===== src/rtl/sync_fifo_pkg.sv =====
// Shared sizing for the 16x8 single-clock FIFO.
// Pointers wrap naturally at ADDR_W bits; count needs one extra bit.
package sync_fifo_pkg;
  localparam int DATA_W = 8;
  localparam int DEPTH  = 16;
  localparam int ADDR_W = 4;
  localparam int CNT_W  = 5;
endpackage


===== src/rtl/fifo_mem_16x8.sv =====
// 16x8 storage array: one synchronous write port, one combinational read port.
// Contents are never reset; the empty check keeps unwritten words from being read.
module fifo_mem_16x8
  import sync_fifo_pkg::*;
(
  input  logic              clk,
  input  logic              we,
  input  logic [ADDR_W-1:0] waddr,
  input  logic [DATA_W-1:0] wdata,
  input  logic [ADDR_W-1:0] raddr,
  output logic [DATA_W-1:0] rdata
);

  logic [DATA_W-1:0] mem_q [DEPTH];

  always_ff @(posedge clk) begin
    if (we) begin
      mem_q[waddr] <= wdata;
    end
  end

  assign rdata = mem_q[raddr];

endmodule


===== src/rtl/sync_fifo_16x8.sv =====
// Single-clock 16x8 FIFO with active-low strobes and registered read data.
// Pointers, occupancy count and flags live here; storage is in fifo_mem_16x8.
module sync_fifo_16x8
  import sync_fifo_pkg::*;
(
  input  logic              clk,
  input  logic              rst,
  input  logic [DATA_W-1:0] data_in,
  input  logic              read_n,
  input  logic              write_n,
  output logic [DATA_W-1:0] data_out,
  output logic              full,
  output logic              empty
);

  logic [ADDR_W-1:0] wr_ptr_q, wr_ptr_d;
  logic [ADDR_W-1:0] rd_ptr_q, rd_ptr_d;
  logic [CNT_W-1:0]  count_q, count_d;
  logic [DATA_W-1:0] data_out_q, data_out_d;
  logic [DATA_W-1:0] mem_rdata;
  logic              rd_en;
  logic              wr_en;

  assign full  = (count_q == CNT_W'(DEPTH));
  assign empty = (count_q == '0);

  // A read frees a slot this edge, so a write while full may proceed
  assign rd_en = !read_n && !empty;
  assign wr_en = !write_n && (!full || rd_en);

  fifo_mem_16x8 u_mem (
    .clk   (clk),
    .we    (wr_en),
    .waddr (wr_ptr_q),
    .wdata (data_in),
    .raddr (rd_ptr_q),
    .rdata (mem_rdata)
  );

  always_comb begin
    wr_ptr_d   = wr_ptr_q;
    rd_ptr_d   = rd_ptr_q;
    count_d    = count_q;
    data_out_d = data_out_q;
    if (wr_en) begin
      wr_ptr_d = wr_ptr_q + 1'b1;
    end
    if (rd_en) begin
      rd_ptr_d   = rd_ptr_q + 1'b1;
      data_out_d = mem_rdata;
    end
    unique case ({wr_en, rd_en})
      2'b10:   count_d = count_q + 1'b1;
      2'b01:   count_d = count_q - 1'b1;
      default: count_d = count_q;
    endcase
  end

  always_ff @(posedge clk or negedge rst) begin
    if (!rst) begin
      wr_ptr_q   <= '0;
      rd_ptr_q   <= '0;
      count_q    <= '0;
      data_out_q <= '0;
    end else begin
      wr_ptr_q   <= wr_ptr_d;
      rd_ptr_q   <= rd_ptr_d;
      count_q    <= count_d;
      data_out_q <= data_out_d;
    end
  end

  assign data_out = data_out_q;

endmodule


===== config.mk =====
export PLATFORM = sky130hd
export DESIGN_NAME = sync_fifo_16x8
export DESIGN_NICKNAME = d
export VERILOG_FILES = /design/src/rtl/sync_fifo_pkg.sv /design/src/rtl/fifo_mem_16x8.sv /design/src/rtl/sync_fifo_16x8.sv
export SDC_FILE = /design/constraint.sdc
export NUM_CORES = 1
export LEC_CHECK = 0
export BUFFER_PORTS_ARGS = -buffer_cell sky130_fd_sc_hd__buf_4
export CAP_MARGIN = 30
export CELL_PAD_IN_SITES_DETAIL_PLACEMENT = 2
export CELL_PAD_IN_SITES_GLOBAL_PLACEMENT = 2
export CORE_MARGIN = 2
export CORE_UTILIZATION = 45
export CTS_BUF_LIST = sky130_fd_sc_hd__clkbuf_4 sky130_fd_sc_hd__clkbuf_8
export DETAILED_ROUTE_END_ITERATION = 12
export GPL_TIMING_DRIVEN = 0
export PLACE_DENSITY = 0.79
export SLEW_MARGIN = 20
export SYNTH_ARGS = -nofsm -noshare
export SYNTH_HDL_FRONTEND = slang
export SYNTH_SLANG_ARGS = --single-unit

===== constraint.sdc =====
create_clock -name clk -period 2.55 [get_ports clk]
set_input_delay 0.255 -clock clk [delete_from_list [all_inputs] [get_ports clk]]
set_output_delay 0.255 -clock clk [all_outputs]
set_load 0.02 [all_outputs]

After elaboration in Yosys (flattened, before gate mapping)
Memory sizes are Yosys's and may differ from the RTL's. A register that Yosys moved wholly into a read port is not among the register bits.
Cells that the tools add are included.
{"block": "totals", "regBits": 13, "ramBits": 128, "input_bits": 12, "out_inout_bits": 10, "word_cells": 24, "memories": 1}
{"block": "op_classes", "addsub": 4, "n_eq_ne": 3, "n_mux": 3, "n_reduce_logical": 10}
{"memory": "u_mem.mem_q", "words": 16, "width": 8, "read_ports": 1, "rd_clocked_by_memory_dff": 1, "wr": 1, "line_no": "fifo_mem_16x8.sv:14", "source": "logic [DATA_W-1:0] mem_q [DEPTH];"}
{"operator": "one-hot mux 5 bit (2 select lines)", "n": 1}
{"operator": "adder 4 x 1 -> 4 bit (second input constant)", "n": 2}
{"operator": "adder 5 x 1 -> 5 bit (second input constant)", "n": 1}
{"operator": "== test 5 bit (second input constant)", "n": 1}
{"operator": "logical NOT 1 bit", "n": 5}
{"operator": "logical NOT 5 bit", "n": 1}
{"operator": "subtractor 5 x 1 -> 5 bit (second input constant)", "n": 1}
{"operator": "== test 2 x 1 -> 1 bit (second input constant)", "n": 1}
{"operator": "== test 2 bit (second input constant)", "n": 1}
{"operator": "logical AND 1 bit", "n": 2}
{"operator": "two-way mux 1 bit", "n": 2}
{"operator": "nonzero test 2 bit", "n": 1}
{"operator": "logical OR 1 bit", "n": 1}

Longest topological paths before layout
Gate-level depths: netlist (run 1).
{"block": "depth", "depth_word": 7, "mapped_depth": 12, "depth_no_buf": 12}

Cells and area by module
From an unflattened synthesis (run 1), not the netlist that was laid out.
{"block": "hier_totals", "cells_unflattened": 328, "hier_area_um2": 6172.2}
{"module": "fifo_mem_16x8", "n_inst": 1, "cells_each": 221, "area_per_inst_um2": 4987.3}
{"module": "sync_fifo_16x8", "n_inst": 1, "cells_each": 107, "area_per_inst_um2": 1184.9}

Least setup slack after synthesis (run 1)
OpenSTA, ideal clock, no wires.
{"block": "synth_timing", "kind": "register to register", "startpoint": "reg count_q[0]", "endpoint": "reg count_q[4]", "t_arrival_ns": 2.289, "required_ns": 2.463, "slack_ns": 0.175, "path_stages_with_launch": 13, "path_buffers": 0, "path_cell_list": "dfrtp_1 -> nor4_2 -> nand2b_1 -> inv_2 -> nor2_4 -> nand2_2 -> inv_2 -> ha_1 -> nor2b_1 -> o21ai_0 -> nand2_1 -> o31a_1 -> o211ai_1"}
{"block": "synth_between", "elab_chain_cells": 7, "elab_cells_between_ends": 13, "classes_between": "2 x add/sub; 3 x eq/ne; 1 x mux; 7 x reduce/logical"}
{"element": "from (decl)", "line_no": "sync_fifo_16x8.sv:18", "source": "logic [CNT_W-1:0] count_q, count_d;"}
{"element": "from (signal assigned)", "line_no": "sync_fifo_16x8.sv:68", "source": "count_q <= count_d;"}
{"element": "logical NOT 5 bit *", "line_no": "sync_fifo_16x8.sv:25", "source": "assign empty = (count_q == '0);"}
{"element": "via empty", "line_no": "sync_fifo_16x8.sv:13", "source": "output logic empty"}
{"element": "logical NOT 1 bit *", "line_no": "sync_fifo_16x8.sv:28", "source": "assign rd_en = !read_n && !empty;"}
{"element": "logical AND 1 bit *", "line_no": "sync_fifo_16x8.sv:28"}
{"element": "logical OR 1 bit", "line_no": "sync_fifo_16x8.sv:29", "source": "assign wr_en = !write_n && (!full || rd_en);"}
{"element": "logical AND 1 bit", "line_no": "sync_fifo_16x8.sv:29"}
{"element": "== test 2 x 1 -> 1 bit / == test 2 bit (equally long branches)", "line_no": "sync_fifo_16x8.sv:52", "source": "unique case ({wr_en, rd_en})"}
{"element": "one-hot mux 5 bit (2 select lines) / nonzero test 2 bit (equally long branches)"}
Mark *: on every way through the listed nets, which the timed path passes. The rest lies on a longest branch.
A chain may end at the register's enable or synchronous reset.

Worst setup path in the final report (run 1)
{"block": "layout_timing", "startpoint": "reg count_q[1]", "endpoint": "reg count_q[4]"}
{"block": "layout_between", "elab_chain_cells": 7, "elab_cells_between_ends": 13, "classes_between": "2 x add/sub; 3 x eq/ne; 1 x mux; 7 x reduce/logical"}
{"element": "logical NOT 5 bit", "line_no": "sync_fifo_16x8.sv:25"}
{"element": "logical NOT 1 bit", "line_no": "sync_fifo_16x8.sv:28"}
{"element": "logical AND 1 bit", "line_no": "sync_fifo_16x8.sv:28"}
{"element": "logical OR 1 bit", "line_no": "sync_fifo_16x8.sv:29"}
{"element": "logical AND 1 bit", "line_no": "sync_fifo_16x8.sv:29"}
{"element": "== test 2 x 1 -> 1 bit / == test 2 bit (equally long branches)", "line_no": "sync_fifo_16x8.sv:52"}
{"element": "one-hot mux 5 bit (2 select lines) / nonzero test 2 bit (equally long branches)"}
Several ways; a longest one is shown, not always the timed one.

==> results of run 1 <==
[synthesized netlist by cell type, types with 2 or more instances]
| master | count |
|---|---|
| nor2_4 | 2 |
| inv_1 | 6 |
| buf_4 | 3 |
| mux4_2 | 32 |
| mux2_1 | 2 |
| ha_1 | 8 |
| xnor2_1 | 9 |
| dfrtp_1 | 21 |
| nor3_1 | 4 |
| nand2_1 | 23 |
| a21oi_1 | 2 |
| nor2b_1 | 2 |
| o211ai_1 | 2 |
| mux2i_1 | 16 |
| buf_1 | 2 |
| nor2_1 | 14 |
| nand2b_1 | 3 |
| nand4_1 | 2 |
| inv_2 | 2 |
| buf_2 | 4 |
| edfxtp_1 | 128 |
| o21ai_0 | 2 |
| clkbuf_1 | 4 |
| o221ai_1 | 7 |
[per-layer routing]
metal | track usage, % | up-vias
met5 | 0 | -
met4 | 8.56 | 0
met1 | 30.6 | 1675
li1 | - | 1327
met2 | 38.8 | 106
met3 | 5.12 | 24
[registers in the layout, indices dropped and copies added, names as in the netlist]
signal,flops
rd_ptr_q,4
count_q,5
data_out,8
u_mem.mem_q,128
wr_ptr_q,4
[worst max-delay path, stage by stage, from the launching register on]
cell and delay, ns:
dfrtp_2 0.46, nor4_4 0.33, nand2b_1 0.15, inv_2 0.11
nor2_4 0.06, nand2_2 0.11, inv_2 0.09, ha_4 0.30
nor2b_4 0.14, o21ai_2 0.07, a211o_1 0.28, o31a_1 0.11
o211ai_1 0.15
[timing repair]
item	in CTS	in global routing
hold buffers	1	0
gates resized for setup	21	3
endpoints found under the hold margin	21	0
setup buffers	0	4
endpoints found under the setup margin	106	17
pin swaps	1	2
[metrics by stage]
step,TNS (ns),utilization [%]
after CTS,0,52.1
after global routing,-0.00262,52.4
after global placement,-10.13,48.6
final,0,52.4
after floorplan,0,-
after detailed placement,-3.42,48.8
[power breakdown]
part           internal (mW)  leakage (nW)  switching (mW)
registers               3.04          1.40           0.235
logic                   1.12         0.752            1.54
clock network          0.796         0.172           0.880
[final timing paths]
| path | startpoint | to |
|---|---|---|
| worst min-delay path | data_in[5] | u_mem.mem_q[3][5]$_DFFE_PP_ |
| max in group asynchronous | rst | count_q[1]$_DFFE_PN0P_ |
| min in group asynchronous | rst | wr_ptr_q[3]$_DFFE_PN0P_ |
| worst min register to register | data_out[2]$_DFFE_PN0N_ | data_out[2]$_DFFE_PN0N_ |
| worst max-delay path | count_q[1]$_DFFE_PN0P_ | count_q[4]$_DFFE_PN0P_ |
| worst max register to register | count_q[1]$_DFFE_PN0P_ | count_q[4]$_DFFE_PN0P_ |
[logic make-up (layout without fill, tap and decap cells)]
logic type	Yosys count	after routing
AND/OR/NAND/NOR	55	55
flip-flops	149	149
XOR/XNOR	9	9
multiplexers	50	50
adder cells (fa/ha/maj)	9	9
AO/OA/AOI/OAI	19	19
buffers and inverters	21	80
[cell type report]
class | instances | share of cell area [%]
Clock buffer | 21 | 3.85
Timing Repair Buffer | 27 | 2.99
Multi-Input combinational cell | 142 | 23.5
Tap cell | 176 | 3.21
Sequential cell | 149 | 63.8
Buffer | 13 | 0.949
Clock inverter | 11 | 1.26
Inverter | 8 | 0.438
==> impl_results.md, run 1 <==
- Status: finished clean
- Initial DRC Count: roughly 310
- Top cells by area, synth: edfxtp_1 (64%), mux4_2 (12%), dfrtp_1 (8.8%), mux2i_1 (2.7%), ha_1 (1.7%)
- FILL cells: about 1100
- Final GP Congestion: around 0.73
- Synthesis-to-finish area growth: 14.7%
- Post-synth EDFFs: approximately 130
- Actual slew at the worst max-slew pin: between 0.8 and 0.9 ns
- Drt total wl: about 16 mm
- Hold_ws: ~0.12 ns
- Most common cell after layout, fill and taps aside: edfxtp_1
- Clock Root Buffer: clkbuf_8
- Clock latency on the worst-skew pair: approximately 0.45 ns
- Avg Inst Size Synth: 19.2 um^2
- Clock buffer depth: 2
- Met1 Wirelength: between 6 and 7 mm
- Initial Utilization: between 40% and 50%
- Slew HR: a little over two fifths
- Reg2Reg Setup Slack: approximately 0.10 ns
- Core area: around 13000 um^2
- Worst setup EP type: flop
- CTS tree: built
- Kind of critical path: reg2reg
- Critical path startpoint category: flop
- Reg2Reg Depth: 12
- Synth Area in Adders: roughly 2.0%
- Residual DRC count: 0
- Layout cells sized above 1: between 30 and 40%
- Syn_nets: between 300 and 400
- Ys flop type: edfxtp_1
- Post-route setup slack: 0.102 ns
- Via density: approximately 5.7
- Worst Path Arrival: roughly 2.8 ns
- Commonest non-fill, non-tap cells in the layout: edfxtp_1 (128), mux4_2 (32), buf_4 (29)
- Cell Rows: 42
- DP Area: about 6400 um^2
- Placement Setup Slack: -0.180 ns
- GRT Overall Usage: between 20% and 30%
- Compound-Gate Fraction of Synth Area: under 10%
- CTS H-tree lvls: 4
- Setup violators final: 0
- Yosys warning count: 0
- Fin crit share: between 90% and 100%
- Clock sink total: 149
- Worst-path clk slew: approximately 0.080 ns
- Power Dens Cells: roughly 1100 nW/um^2
- #FFs+latches synth: roughly 150
- Number of global-route vias before repair: roughly 3500
- Die width: 119 um
- Peak Freq: a little over 400 MHz
- Hold path depth: 1
- Chip Height: roughly 120 um
- Design area: between 6000 and 7000 um^2
- Share of the synthesized area in the top cell type: between 60% and 70%
- Initial antenna violation count: 0
- Vias: approximately 3100
- Critical Path RT: 2.92 ns
- PortBufs: 21
- Cell Count, Final, Fillers Out: between 500 and 600
- Largest net degree at the start of global routing: 22
- Diodes inserted: 0
- Post-Synth Simple-Gate Area: about 4.4%
- Register area share after synthesis: between 70% and 80%
- Largest family of logic cells by synthesized area: multiplexers
- Max-cap violation count: 0
- CTS Buf Count: 17
- Placed cell count: just over 500
- Static Leak: between 2 and 2.5 nW
- Setup Skew: 0.0147 ns
- Multi-input logic area: between 1500 and 2000 um^2
- First-pass GRT wire length: 23.1 mm
- Mux contribution to synthesized area: between 10% and 20%
- Metal2 WL: 8.30 mm
- Fin nets: roughly 380
- Tmin final: about 2.4 ns
- Avg WL per Cell: about 29 um
- Post-DP HPWL: ~10 mm
- First-pass iteration count of the detailed router: 4
- Final Hold Violating Endpoints: 0
- FF/Latch Area: roughly 4400 um^2
- Die area: 14200 um^2
- WL met3: 655 um
- Synth cell types: 36
- Xor and xnor area share after synthesis: roughly 1.3%
- Pwr Total: 7.62 mW
- Max-slew violations: 0
- Post-synth ARST share: about 14%
- Post-synth top area cell: edfxtp_1
- Max VDD drop: 384 uV
- Top Layer Used: met4
- GRT overflow: 0
- Synthesized area: between 5000 and 6000 um^2
- Worst-path maximum fanout: 7
- Worst min path class: in2reg
- Synth Instances: 312
- ANT nets after route: 0
- I/O Pins: 22
No activity file was read; power rests on OpenSTA's default activity.
==> run 2, diff against run 1 <==
- PLACE_DENSITY: 0.79 -> 0.74
==> run 2 against run 1 <==
Compared with the run above:
- first-iteration DRC count down 39%
- clock skew down 0.0048 ns
- largest cell class unchanged
- die area unchanged
- register-to-register slack worse by 0.06 ns
- non-clock buffer count down 4
- final cell count down 0.73%
==> impl_results.md, run 2 (synthesis results as in run 1) <==
- Vias: 3060 (was 3132)
- Drt total wl: 14.6 mm (was 15.8 mm)
- DP Area: 6380 um^2 (about the same)
- FILL cells: 1130 (was 1125)
- Most common cell after layout, fill and taps aside: edfxtp_1 (unchanged)
- Initial Utilization: 45.7% (unchanged)
- Worst setup EP type: flop (unchanged)
- Worst min path class: in2reg (unchanged)
- Slew HR: 44.0% (was 41.9%)
- Number of global-route vias before repair: 3421 (was 3467)
- Die area: 14200 um^2 (unchanged)
- Final Hold Violating Endpoints: 0 (unchanged)
- Static Leak: 2.33 nW (about the same)
- Clock latency on the worst-skew pair: 0.46 ns (was 0.45 ns)
- Initial DRC Count: 190 (was 313)
- Tmin final: 2.50 ns (was 2.45 ns)
- Max-slew violations: 0 (unchanged)
- PortBufs: 21 (unchanged)
- First-pass iteration count of the detailed router: 4 (unchanged)
- Pwr Total: 7.58 mW (was 7.62 mW)
- Fin crit share: 98.2% (was 96.0%)
- Avg WL per Cell: 27.0 um (was 28.9 um)
- CP Buf/Inv Count: 0 (was 2)
- GRT Overall Usage: 22.6% (was 23.4%)
- Power Dens Cells: 1110 nW/um^2 (about the same)
- Slowest cell on the critical path: nor2_1 (was dfrtp_2)
- Worst Path Arrival: 2.59 ns (was 2.82 ns)
- Clock sink total: 149 (unchanged)
- Max VDD drop: 408 uV (was 384 uV)
- Design area: 6850 um^2 (was 6860 um^2)
- R2R Path Start: count_q[1]$_DFFE_PN0P_ (unchanged)
- Core area: 13100 um^2 (unchanged)
- Worst-path clk slew: 0.08 ns (about the same)
- GRT overflow: 0 (unchanged)
- Final GP Congestion: 0.700 (was 0.727)
- Cell Rows: 42 (unchanged)
- Reg with most FFs: u_mem.mem_q (unchanged)
- Worst path cell trace: nor4_4 > and2_1 > a21oi_2 > nand2_1 > nor2_1 (was nor4_4 > nand2b_1 > inv_2 > nor2_4 > nand2_2 > inv_2 > ha_4 > nor2b_4 > o21ai_2 > a211o_1 > o31a_1 > o211ai_1)
- Cell Count, Final, Fillers Out: 543 (was 547)
- Fin Setup TNS: 0 ns (unchanged)
- Initial antenna violation count: 0 (unchanged)
- Max reg flops: 128 (unchanged)
- Hold_sp: data_in[0] (was data_in[5])
- Layout cells sized above 1: 31.9% (was 33.2%)
- Setup Skew: 0.00995 ns (was 0.0147 ns)
- First-pass GRT wire length: 22.3 mm (was 23.1 mm)
- Actual slew at the worst max-slew pin: 0.836 ns (was 0.872 ns)
- Die width: 119 um (unchanged)
- Peak Freq: 399 MHz (was 408 MHz)
- Residual DRC count: 0 (unchanged)
- Critical path startpoint category: flop (unchanged)
- Post-DP HPWL: 10.1 mm (was 10.0 mm)
- Clock Root Buffer: clkbuf_8 (unchanged)
- Setup violators final: 0 (unchanged)
- Clock buffer depth: 2 (unchanged)
- Status: finished clean (unchanged)
- RSZ-0062 raised after global routing: true
- Critical Path RT: 2.63 ns (was 2.92 ns)
- Via density: 5.64 (was 5.73)
- Crit-path leading delay family: simple AND/OR/NAND/NOR gates (unchanged)
- Worst-path maximum fanout: 8 (was 7)
- ANT nets after route: 0 (unchanged)
- Placed cell count: 509 (was 510)
- Commonest non-fill, non-tap cells in the layout: edfxtp_1 (128), mux4_2 (32), buf_4 (25) (was edfxtp_1 (128), mux4_2 (32), buf_4 (29))
- Fin nets: 375 (was 379)
- Max-cap violation count: 0 (unchanged)
- CTS tree: built (unchanged)
- Chip Height: 119 um (unchanged)
- Diodes inserted: 0 (unchanged)
- I/O Pins: 22 (unchanged)
- CTS Buf Count: 17 (unchanged)
- Synthesis-to-finish area growth: 14.7% (about the same)
- Largest net degree at the start of global routing: 22 (unchanged)
- CTS H-tree lvls: 4 (unchanged)
- Kind of critical path: reg2reg (unchanged)
- CP peak stage delay: 0.70 ns (was 0.46 ns)
- CP startpoint: count_q[1]$_DFFE_PN0P_ (unchanged)
[run 2: changes by cell type in the layout (fill, tap and decap cells not counted), moves of 2 or more]
cell	before	now
clkinvlp_4	4	0
buf_4	29	25
clkinv_4	0	5
clkbuf_4	4	2
[run 2: worst paths after layout]
path | endpoint | slack (ns) | cells past startpoint
min reg2reg | data_out[3]$_DFFE_PN0N_ | 0.51 | 2
max | u_mem.mem_q[7][2]$_DFFE_PP_ | 0.05 | 5
max in group asynchronous | count_q[0]$_DFFE_PN0P_ | 2.06 | 2
min in group asynchronous | wr_ptr_q[0]$_DFFE_PN0P_ | 0.24 | 2
min | u_mem.mem_q[15][0]$_DFFE_PP_ | 0.12 | 1
max reg2reg | u_mem.mem_q[7][2]$_DFFE_PP_ | 0.05 | 5
[run 2: stage by stage]
step	setup WS (ns)	utilization [%]	hold slack, ns
floorplan	0.175	-	-0.0406
global placement	-0.309	48.6	0.163
detailed placement	-0.167	48.7	0.176
CTS	-0.0364	52.0	0.0940
global route	-0.107	52.4	0.122
finish	0.0452	52.4	0.117
[run 2: layout make-up]
type / count / area [um^2] / share of cell area, %
repair buffers: 23 / 175 / 2.56
clock buffers: 19 / 249 / 3.63
plain buffers: 13 / 65.1 / 0.949
flip-flops and latches: 149 / 4370 / 63.8
inverters: 8 / 30.0 / 0.438
well taps: 176 / 220 / 3.21
clock inverters: 13 / 134 / 1.95
multi-input cells: 142 / 1610 / 23.5
[run 2: routing by layer]
metal / global-route usage, % / vias up / part of all wire, %
met2: 39.4 / 62 / 53
met5: 0 / - / 0
met3: 4.21 / 15 / 3.3
met1: 28.2 / 1657 / 42
li1: - / 1326 / -
met4: 8.48 / 0 / 1.4
[run 2: what timing repair did]
action                                  in CTS  in global routing
endpoints found under the setup margin      57                 58
endpoints found under the hold margin       21                  0
hold buffers                                 1                  0
setup buffers                                0                  1
gates resized for setup                     11                 10
pin swaps                                    0                  1
[run 2: power breakdown]
part           switching, mW  total [mW]  leakage (nW)  internal [mW]
Combinational           1.45        2.53         0.728           1.08
Sequential             0.222        3.26          1.40           3.03
Clock                  0.904        1.79         0.197          0.886
Total                   2.57        7.58          2.33           5.00
